**config.mk**
```make
export PLATFORM = sky130hd
export DESIGN_NAME = note_cmd_sequencer
export DESIGN_NICKNAME = d
export VERILOG_FILES = /design/src/rtl/note_cmd_sequencer.sv
export SDC_FILE = /design/constraint.sdc
export NUM_CORES = 1
export LEC_CHECK = 0
export CAP_MARGIN = 20
export CORE_AREA = 2 2 113 115
export CTS_BUF_LIST = sky130_fd_sc_hd__clkbuf_2 sky130_fd_sc_hd__clkbuf_4 sky130_fd_sc_hd__clkbuf_8
export DETAILED_ROUTE_END_ITERATION = 10
export DIE_AREA = 0 0 115 117
export GPL_TIMING_DRIVEN = 0
export HOLD_SLACK_MARGIN = 0.05
export PLACE_DENSITY = 0.67
export RECOVER_POWER = 50
export SYNTH_ARGS = -nofsm -noshare
export SYNTH_HDL_FRONTEND = slang
export SYNTH_SLANG_ARGS = --single-unit
```
**constraint.sdc**
```tcl
create_clock -name clk -period 2.6 [get_ports clk]
set_input_delay 0.26 -clock clk [delete_from_list [all_inputs] [get_ports clk]]
set_output_delay 0.26 -clock clk [all_outputs]
set_load 0.02 [all_outputs]
```
**src/rtl/note_cmd_sequencer.sv**
```systemverilog
// Command sequencer for the voice path: pops FIFO words, drives period/gain/gate and envelope strobes.
// Latency: outputs update on the edge leaving EXEC, 3 cycles after the pop cycle; at most 1 command per 3 cycles.
// Backpressure: pops only in IDLE with enable high and FIFO non-empty; WAIT and enable low hold off pops.
module note_cmd_sequencer #(
    parameter int TICK_DIV = 48000,
    parameter int PERIOD_W = 23,
    parameter int WAIT_W   = 24
) (
    input  logic                clk,
    input  logic                rst_b,
    input  logic                enable,
    input  logic                cmd_empty,
    output logic                cmd_rd_en,
    input  logic [31:0]         cmd_data,
    output logic [PERIOD_W-1:0] period,
    output logic [7:0]          gain,
    output logic                note_on,
    output logic                note_off,
    output logic                gate,
    output logic                busy,
    output logic [7:0]          err_count
);

    localparam int PRE_W = (TICK_DIV > 1) ? $clog2(TICK_DIV) : 1;

    localparam logic [3:0] OP_NOP      = 4'h0;
    localparam logic [3:0] OP_NOTE_ON  = 4'h1;
    localparam logic [3:0] OP_NOTE_OFF = 4'h2;
    localparam logic [3:0] OP_WAIT     = 4'h3;
    localparam logic [3:0] OP_SET_GAIN = 4'h4;

    typedef enum logic [1:0] {
        S_IDLE,
        S_FETCH,
        S_EXEC,
        S_WAIT
    } state_t;

    state_t              state;
    state_t              state_nxt;
    logic [31:0]         cmd_reg;
    logic [WAIT_W-1:0]   tick_cnt;
    logic [PRE_W-1:0]    pre_cnt;
    logic                pre_wrap;
    logic                last_tick;
    logic [3:0]          op;
    logic [PERIOD_W-1:0] arg_period;
    logic [WAIT_W-1:0]   arg_ticks;
    logic                cmd_unused;

    assign op         = cmd_reg[31:28];
    assign arg_period = cmd_reg[PERIOD_W-1:0];
    assign arg_ticks  = cmd_reg[WAIT_W-1:0];
    // Argument bits beyond the decoded fields are reserved and ignored.
    assign cmd_unused = ^cmd_reg;

    assign pre_wrap  = (pre_cnt == PRE_W'(TICK_DIV - 1));
    assign last_tick = (tick_cnt == WAIT_W'(1));
    assign busy      = (state != S_IDLE);

    always_ff @(posedge clk or negedge rst_b) begin
        if (!rst_b) begin
            state <= S_IDLE;
        end else begin
            state <= state_nxt;
        end
    end

    always_comb begin
        state_nxt = state;
        cmd_rd_en = 1'b0;
        case (state)
            S_IDLE: begin
                cmd_rd_en = enable & ~cmd_empty & rst_b;
                if (cmd_rd_en) begin
                    state_nxt = S_FETCH;
                end
            end
            S_FETCH: state_nxt = S_EXEC;
            S_EXEC:  state_nxt = (op == OP_WAIT && arg_ticks != '0) ? S_WAIT : S_IDLE;
            S_WAIT: begin
                if (pre_wrap && last_tick) begin
                    state_nxt = S_IDLE;
                end
            end
            default: state_nxt = S_IDLE;
        endcase
        // Flush wins from any state; a fetched word is simply dropped.
        if (!enable) begin
            state_nxt = S_IDLE;
        end
    end

    always_ff @(posedge clk or negedge rst_b) begin
        if (!rst_b) begin
            cmd_reg   <= '0;
            period    <= '0;
            gain      <= 8'hFF;
            note_on   <= 1'b0;
            note_off  <= 1'b0;
            gate      <= 1'b0;
            err_count <= '0;
            tick_cnt  <= '0;
            pre_cnt   <= '0;
        end else begin
            note_on  <= 1'b0;
            note_off <= 1'b0;
            if (!enable) begin
                tick_cnt <= '0;
                pre_cnt  <= '0;
                if (gate) begin
                    gate     <= 1'b0;
                    note_off <= 1'b1;
                end
            end else begin
                case (state)
                    S_FETCH: cmd_reg <= cmd_data;
                    S_EXEC: begin
                        case (op)
                            OP_NOP: ;
                            OP_NOTE_ON: begin
                                if (arg_period != '0) begin
                                    period  <= arg_period;
                                    gate    <= 1'b1;
                                    note_on <= 1'b1;
                                end else if (gate) begin
                                    gate     <= 1'b0;
                                    note_off <= 1'b1;
                                end
                            end
                            OP_NOTE_OFF: begin
                                // Period is left alone so the release tail keeps sounding.
                                if (gate) begin
                                    gate     <= 1'b0;
                                    note_off <= 1'b1;
                                end
                            end
                            OP_WAIT: begin
                                if (arg_ticks != '0) begin
                                    tick_cnt <= arg_ticks;
                                    pre_cnt  <= '0;
                                end
                            end
                            OP_SET_GAIN: gain <= cmd_reg[7:0];
                            default: begin
                                if (err_count != 8'hFF) begin
                                    err_count <= err_count + 8'd1;
                                end
                            end
                        endcase
                    end
                    S_WAIT: begin
                        if (pre_wrap) begin
                            pre_cnt  <= '0;
                            tick_cnt <= tick_cnt - WAIT_W'(1);
                        end else begin
                            pre_cnt <= pre_cnt + PRE_W'(1);
                        end
                    end
                    default: ;
                endcase
            end
        end
    end

endmodule

```
==> Yosys cells after proc, flatten, opt, wreduce, memory -nomap -nowiden <==
Index checks and enable logic that the tools add are counted.
{ "classes": {"add_sub_neg": 3, "div": 0, "muxes": 28, "n_lt_le_gt_ge": 0, "shift": 0, "reduce_logical": 16, "eq_ne": 18, "mul": 0, "bitwise": 4} }
{ "op_table": {"columns": ["operator", "count"], "rows": [
  ["two-way mux 24 bit", 4],
  ["two-way mux 16 bit", 4],
  ["case mux 24 bit (2 select lines)", 1],
  ["case mux 16 bit (2 select lines)", 1],
  ["== test 24 x 1 -> 1 bit, second input constant", 1],
  ["nonzero test 24 bit", 1],
  ["subtractor 24 x 1 -> 24 bit, second input constant", 1],
  ["nonzero test 23 bit", 1],
  ["adder 16 x 1 -> 16 bit, second input constant", 1],
  ["== test 16 bit, second input constant", 1],
  ["!= test 3 bit, second input constant", 5],
  ["AND reduction 4 bit", 3],
  ["two-way mux 1 bit", 11],
  ["adder 8 x 1 -> 8 bit, second input constant", 1],
  ["== test 4 x 2 -> 1 bit, second input constant", 2],
  ["two-way mux 2 bit", 4],
  ["!= test 8 bit, second input constant", 1],
  ["case mux 2 bit (4 select lines)", 1],
  ["!= test 3 x 1 -> 1 bit, second input constant", 2],
  ["AND reduction 2 bit", 3],
  ["AND reduction 3 bit", 2],
  ["OR reduction 5 bit", 1],
  ["== test 2 bit, second input constant", 2],
  ["== test 4 x 1 -> 1 bit, second input constant", 1],
  ["other kinds (10)", 14]
]} }
{ "totals": {"latch_bits": 0, "wordCells": 79, "ff_bits": 116, "mem_bits_rw": 0, "romBits": 0, "memories": 0, "in_bits": 36} }

==> Longest topological paths before layout <==
{ "logic_depth": {"word_depth": 6, "ltp_mapped": 9, "mapped_depth_nobuf": 8} }

==> Worst setup path after synthesis <==
Ideal clock, no wire load.
{ "synth_path": {"path_type": "reg2reg", "startpoint": "register tick_cnt[0]", "endpoint": "register tick_cnt[14]", "path_buffers": 1, "setup_ns": 0.065, "arrival_ns": 2.067, "stages_incl_launch_ff": 10, "path_slack_ns": 0.468, "period_less_slack_ns": 2.132, "path_cell_list": "dfrtp_1 > inv_1 > ha_1 > or3b_2 > buf_2 > nor2_1 > nand2_1 > or3_1 > a21oi_1 > o22a_1"} }
{ "synth_between": {"elab_chain_cells": 4} }
{ "synth_rtl": {"columns": ["item", "line", "text"], "rows": [
  ["start, declared", "42", "logic [WAIT_W-1:0] tick_cnt;"],
  ["start signal, assigned", "140", "tick_cnt <= arg_ticks;"],
  ["start signal, assigned", "155", "tick_cnt <= tick_cnt - WAIT_W'(1);"],
  ["subtractor 24 x 1 -> 24 bit", "155", null],
  ["two-way mux 24 bit", "153", "if (pre_wrap) begin"],
  ["case mux 24 bit (2 select lines)", "116", "case (state)"],
  ["two-way mux 24 bit", "108", "if (!enable) begin"]
]} }
Every way passes these cells. The select of a mux whose other input is x is not followed.
A chain may end at the register's enable or synchronous reset.

==> Worst setup path after layout <==
{ "layout_path": {"startpoint": "register tick_cnt[10]", "endpoint": "register state[1]"} }
{ "layout_between": {"elab_chain_cells": 4} }
{ "layout_rtl": {"columns": ["item", "line", "text"], "rows": [
  ["== test 24 x 1 -> 1 bit", "58", "assign last_tick = (tick_cnt == WAIT_W'(1));"],
  ["logical AND 1 bit", "82", "if (pre_wrap && last_tick) begin"],
  ["!= test 3 bit (no line)", null, null],
  ["AND reduction 2 bit (no line)", null, null],
  ["end signal, assigned", "65", "state <= state_nxt;"],
  ["end, declared", "39", "state_t state;"]
]} }
Every way passes these cells.

==> results summary <==
The run finished, with violations left. The final reports fail on capacitance limit, slew limit. Clock tree synthesis selected as its root buffer the cell sky130_fd_sc_hd__clkbuf_8. The first-pass iteration count of the detailed router is 4. Of the total synthesized cell area, the portion taken by full adders, half adders and majority gates is 0.009302. The total via count after detailed routing came out at 4215. After routing, the total negative slack on setup checks comes to 0 ns. Leaving out fill and tap cells, the most frequent cells in the layout are 104 x sky130_fd_sc_hd__dfrtp_1, 64 x sky130_fd_sc_hd__o21ai_0, 53 x sky130_fd_sc_hd__clkdlybuf4s50_1, 42 x sky130_fd_sc_hd__mux2_2, 31 x sky130_fd_sc_hd__nor2_1. The estimated wirelength of the detail-placed design is 8937 um. The total wirelength of the detailed-routed design is 13130 um.

The maximum fanout along the worst path is 6. STA classifies the critical path startpoint as a flop. For this run, the leading register cell type out of synthesis is sky130_fd_sc_hd__dfrtp_1. The post-layout instance area came out at 0.006654 sq mm. The antenna diode instance count came out at 0. The post-synthesis compound-gate area fraction was 0.1258.

The H-tree level count is 3. The Yosys step of the flow raised 0 warnings. The vertical die dimension came out at 117 um. Each instance of the synthesized netlist takes up on average 10.98 sq um. The count of buffers added on input and output ports is 75. Compared with the post-synthesis result, the final layout area differs by 23.67%. The worst slack at placement came out at -0.1075 ns.

Of the total power, the share spent switching nets is 0.3026. VDD sags by at most 480.3 uV. Data arrives at the worst endpoint at 2.68 ns. The flip-flop count of the largest register after layout is 28. The slew at the pin closest to its max-slew limit came out at 1.819 ns. In this run, synthesis inferred 0 flip-flops with an integrated enable.

The number of slew-limit violations in the final report came out at 33. The total DRC errors in the routed layout came out at 0. The clock insertion delay at the later pin of the skew report came out at 0.38 ns.

Leaving out fill and tap cells, the most frequent cell in the layout is sky130_fd_sc_hd__dfrtp_1. The worst setup path is of the flop to flop kind. The sequential cell area fraction in the yosys report came out at 0.5228. The number of max-cap violations is 1. The net count of the mapped netlist came out at 530. The unique cell type count in the Yosys netlist is 54. The total power is 4.698 mW. The analysis attributes to net switching a power of 1.421 mW. The first global-routing pass estimated 21780 um of wire. For this block, the initial DRC count from the detailed router was 261. Measured along the x axis, the die boundary spans 115 um. The clock-pin transition on the worst setup and hold timing paths is 0.10 ns. The tree built by TritonCTS fans out to 112 sinks. The number of setup violations in the final report is 0. Of the total synthesized cell area, the portion taken by XOR and XNOR cells is 0.01302. The effective utilization at floorplan came out at 0.4370. Derived from the worst setup path, the maximum achievable clock frequency is 410.8 MHz. The via count of the first global-routing pass came out at 4304. The cell row count came out at 41.

The fraction of power consumed by the clock network came out at 0.268. After synthesis, the largest family of logic cells by area is simple AND/OR/NAND/NOR gates. Of the cells placed in the final design, the portion with a size suffix greater than 1 is 0.1888. Dividing the detail-routed via count by the number of cells gives 5.711. The number of buffers created by CTS came out at 9. The final setup slack of the worst path came out at 0.1656 ns. The share of total power dissipated in sequential elements is 0.500. The share of synthesized area spent on multiplexers is 0.1381.

The logic gate share of total power came out at 0.232. The global-route congestion overflow total came out at 0. Counting along the longest clock path gives a buffer depth of 2. STA classifies the critical path endpoint as a flop. Synthesis produced 490 cells. The final layout net count is 623. TritonCTS built the clock tree.

The worst clock skew came out at 0.009300 ns. The synthesized cell area is 0.005380 sq mm. After layout, the minimum clock period comes to 2.434 ns.

The final antenna-violating net count came out at 0. The cell area after placement is 0.006344 sq mm. In the final routed layout, each cell accounts on average for 17.78 um.

The die area is 0.01346 sq mm. The basic-gate share of the synthesized area counting and, or, nand and nor cells is 0.1591. STA puts the critical path data required time at 2.85 ns. The share of flip-flops with an asynchronous set or reset after synthesis came out at 1.000. In the finished design, the share of the clock period the worst path needs comes to 0.9363. The worst hold path belongs to the class primary input to async pin. The placer congestion estimate came out at 0.9230. The maximum number of pins on one net before global-route repair came out at 66. The cell leakage power is 3.014 nW.

The hold violation total from the final report was 0. The I/O pin count is 80. The power density over cell area came out at 706.0 mW/mm^2. Headroom to the max-slew limit came out at -0.2125. Setup repair after global routing left no endpoint under its margin.

The initial antenna violation count is 0. The floorplan step defined a core boundary enclosing 0.01231 sq mm. The global router's overall resource usage is 0.2055. The number of synthesized register bits is 112.

Internal power comes to 3.276 mW.
[synth_stat cells (2+ instances only)]
master	instances	area (sq um)
sky130_fd_sc_hd__nor3_1	15	75.07
sky130_fd_sc_hd__a22o_1	2	17.52
sky130_fd_sc_hd__and3_1	9	56.30
sky130_fd_sc_hd__nand4_1	5	31.28
sky130_fd_sc_hd__nor4b_1	2	17.52
sky130_fd_sc_hd__and2_1	8	50.05
sky130_fd_sc_hd__dfstp_2	8	210.2
sky130_fd_sc_hd__o31ai_1	4	30.03
sky130_fd_sc_hd__and4_1	4	35.03
sky130_fd_sc_hd__buf_2	6	30.03
sky130_fd_sc_hd__mux2_4	18	270.3
sky130_fd_sc_hd__nand3_1	19	95.09
sky130_fd_sc_hd__o21a_1	2	15.01
sky130_fd_sc_hd__o22ai_1	2	12.51
sky130_fd_sc_hd__o21ai_0	64	320.3
sky130_fd_sc_hd__nor2b_1	3	18.77
sky130_fd_sc_hd__ha_1	4	50.05
sky130_fd_sc_hd__nor3b_1	3	22.52
sky130_fd_sc_hd__mux2_2	42	473.0
sky130_fd_sc_hd__nand2_1	25	93.84
sky130_fd_sc_hd__buf_6	2	22.52
sky130_fd_sc_hd__or3b_2	2	17.52
sky130_fd_sc_hd__nor2_1	32	120.1
sky130_fd_sc_hd__or3_1	3	18.77
sky130_fd_sc_hd__xnor2_1	4	35.03
sky130_fd_sc_hd__dfrtp_1	104	2603
sky130_fd_sc_hd__xor2_1	4	35.03
sky130_fd_sc_hd__a31oi_1	3	18.77
sky130_fd_sc_hd__nor4_1	12	75.07
sky130_fd_sc_hd__a21boi_0	2	15.01
sky130_fd_sc_hd__and4b_1	2	20.02
sky130_fd_sc_hd__clkbuf_1	12	45.04
sky130_fd_sc_hd__a22oi_1	4	30.03
sky130_fd_sc_hd__inv_1	8	30.03
sky130_fd_sc_hd__a21oi_1	31	155.2
sky130_fd_sc_hd__or4b_1	2	20.02
[through the flow]
stage / hold slack, ns / utilization / cells
2_1_floorplan: -0.03559 / - / 490
3_3_place_gp: 0.4623 / 0.5132 / 715
3_5_place_dp: 0.3239 / 0.5152 / 716
4_1_cts: 0.4652 / 0.5383 / 734
5_1_grt: 0.4791 / 0.5404 / 738
6_report: 0.4867 / 0.5404 / 738
[per-layer routing]
metal | up-vias | wire length (um) | track usage
met5 | - | 0 | 0
met4 | 0 | 323 | 0.07711
met3 | 18 | 782 | 0.04377
met2 | 121 | 6327 | 0.3263
met1 | 2092 | 5692 | 0.2796
li1 | 1984 | - | -
[worst max-delay path, cell delays in order, from the launching register on]
cell	delay, ns
sky130_fd_sc_hd__dfrtp_1	0.40
sky130_fd_sc_hd__nor4_1	0.74
sky130_fd_sc_hd__nand4bb_4	0.24
sky130_fd_sc_hd__nor4b_1	0.40
sky130_fd_sc_hd__a21oi_1	0.15
sky130_fd_sc_hd__a211oi_2	0.29
sky130_fd_sc_hd__nand2_1	0.08
[power by group through the flow]
stage / registers [mW] / clock network [mW] / logic (mW)
2_1_floorplan: 2.40 / 0 / 0.576
3_3_place_gp: 2.36 / 0 / 1.06
3_5_place_dp: 2.38 / 0 / 1.09
4_1_cts: 2.35 / 1.30 / 1.11
5_1_grt: 2.40 / 1.37 / 1.19
6_report: 2.35 / 1.26 / 1.09
[final timing paths]
| kind | from | end | slack [ns] | cells after the start |
|---|---|---|---|---|
| max | tick_cnt[10]$_DFFE_PN0P_ | state[1]$_DFFE_PN0P_ | 0.17 | 6 |
| min | rst_b | gain[1]$_DFFE_PN1P_ | 0.49 | 2 |
| max reg2reg | tick_cnt[10]$_DFFE_PN0P_ | state[1]$_DFFE_PN0P_ | 0.17 | 6 |
| min reg2reg | pre_cnt[5]$_DFFE_PN0P_ | pre_cnt[5]$_DFFE_PN0P_ | 0.49 | 1 |
| max in group asynchronous | rst_b | pre_cnt[2]$_DFFE_PN0P_ | 0.38 | 3 |
| min in group clk | cmd_data[22] | cmd_reg[22]$_DFFE_PN0P_ | 0.49 | 2 |
[kinds of logic after synthesis]
family / after synthesis
multiplexers: 60
buffers and inverters: 32
AND/OR/NAND/NOR: 153
XOR/XNOR: 8
AO/OA/AOI/OAI: 121
adder cells (fa/ha/maj): 4
flip-flops: 112
[area by class of cell]
type	count	area, sq um
Buffer	24	141.4
Clock buffer	10	137.6
Clock inverter	6	116.4
Fill cell	1111	5658
Inverter	8	30.03
Multi-Input combinational cell	346	2411
Sequential cell	112	2813
Tap cell	150	187.7
Timing Repair Buffer	82	817.0
[timing repair]
| item | 4_1_cts | 5_1_grt |
|---|---|---|
| cloned | 0 | 1 |
| endpoints found under the hold margin | 41 | 0 |
| hold buffers | 2 | 0 |
| buffers inserted | 0 | 3 |
| pin swaps | 1 | 0 |
| setup endpoints to repair | 5 | 23 |
| gates resized for setup | 0 | 4 |
(Power assumes the default switching activity.)
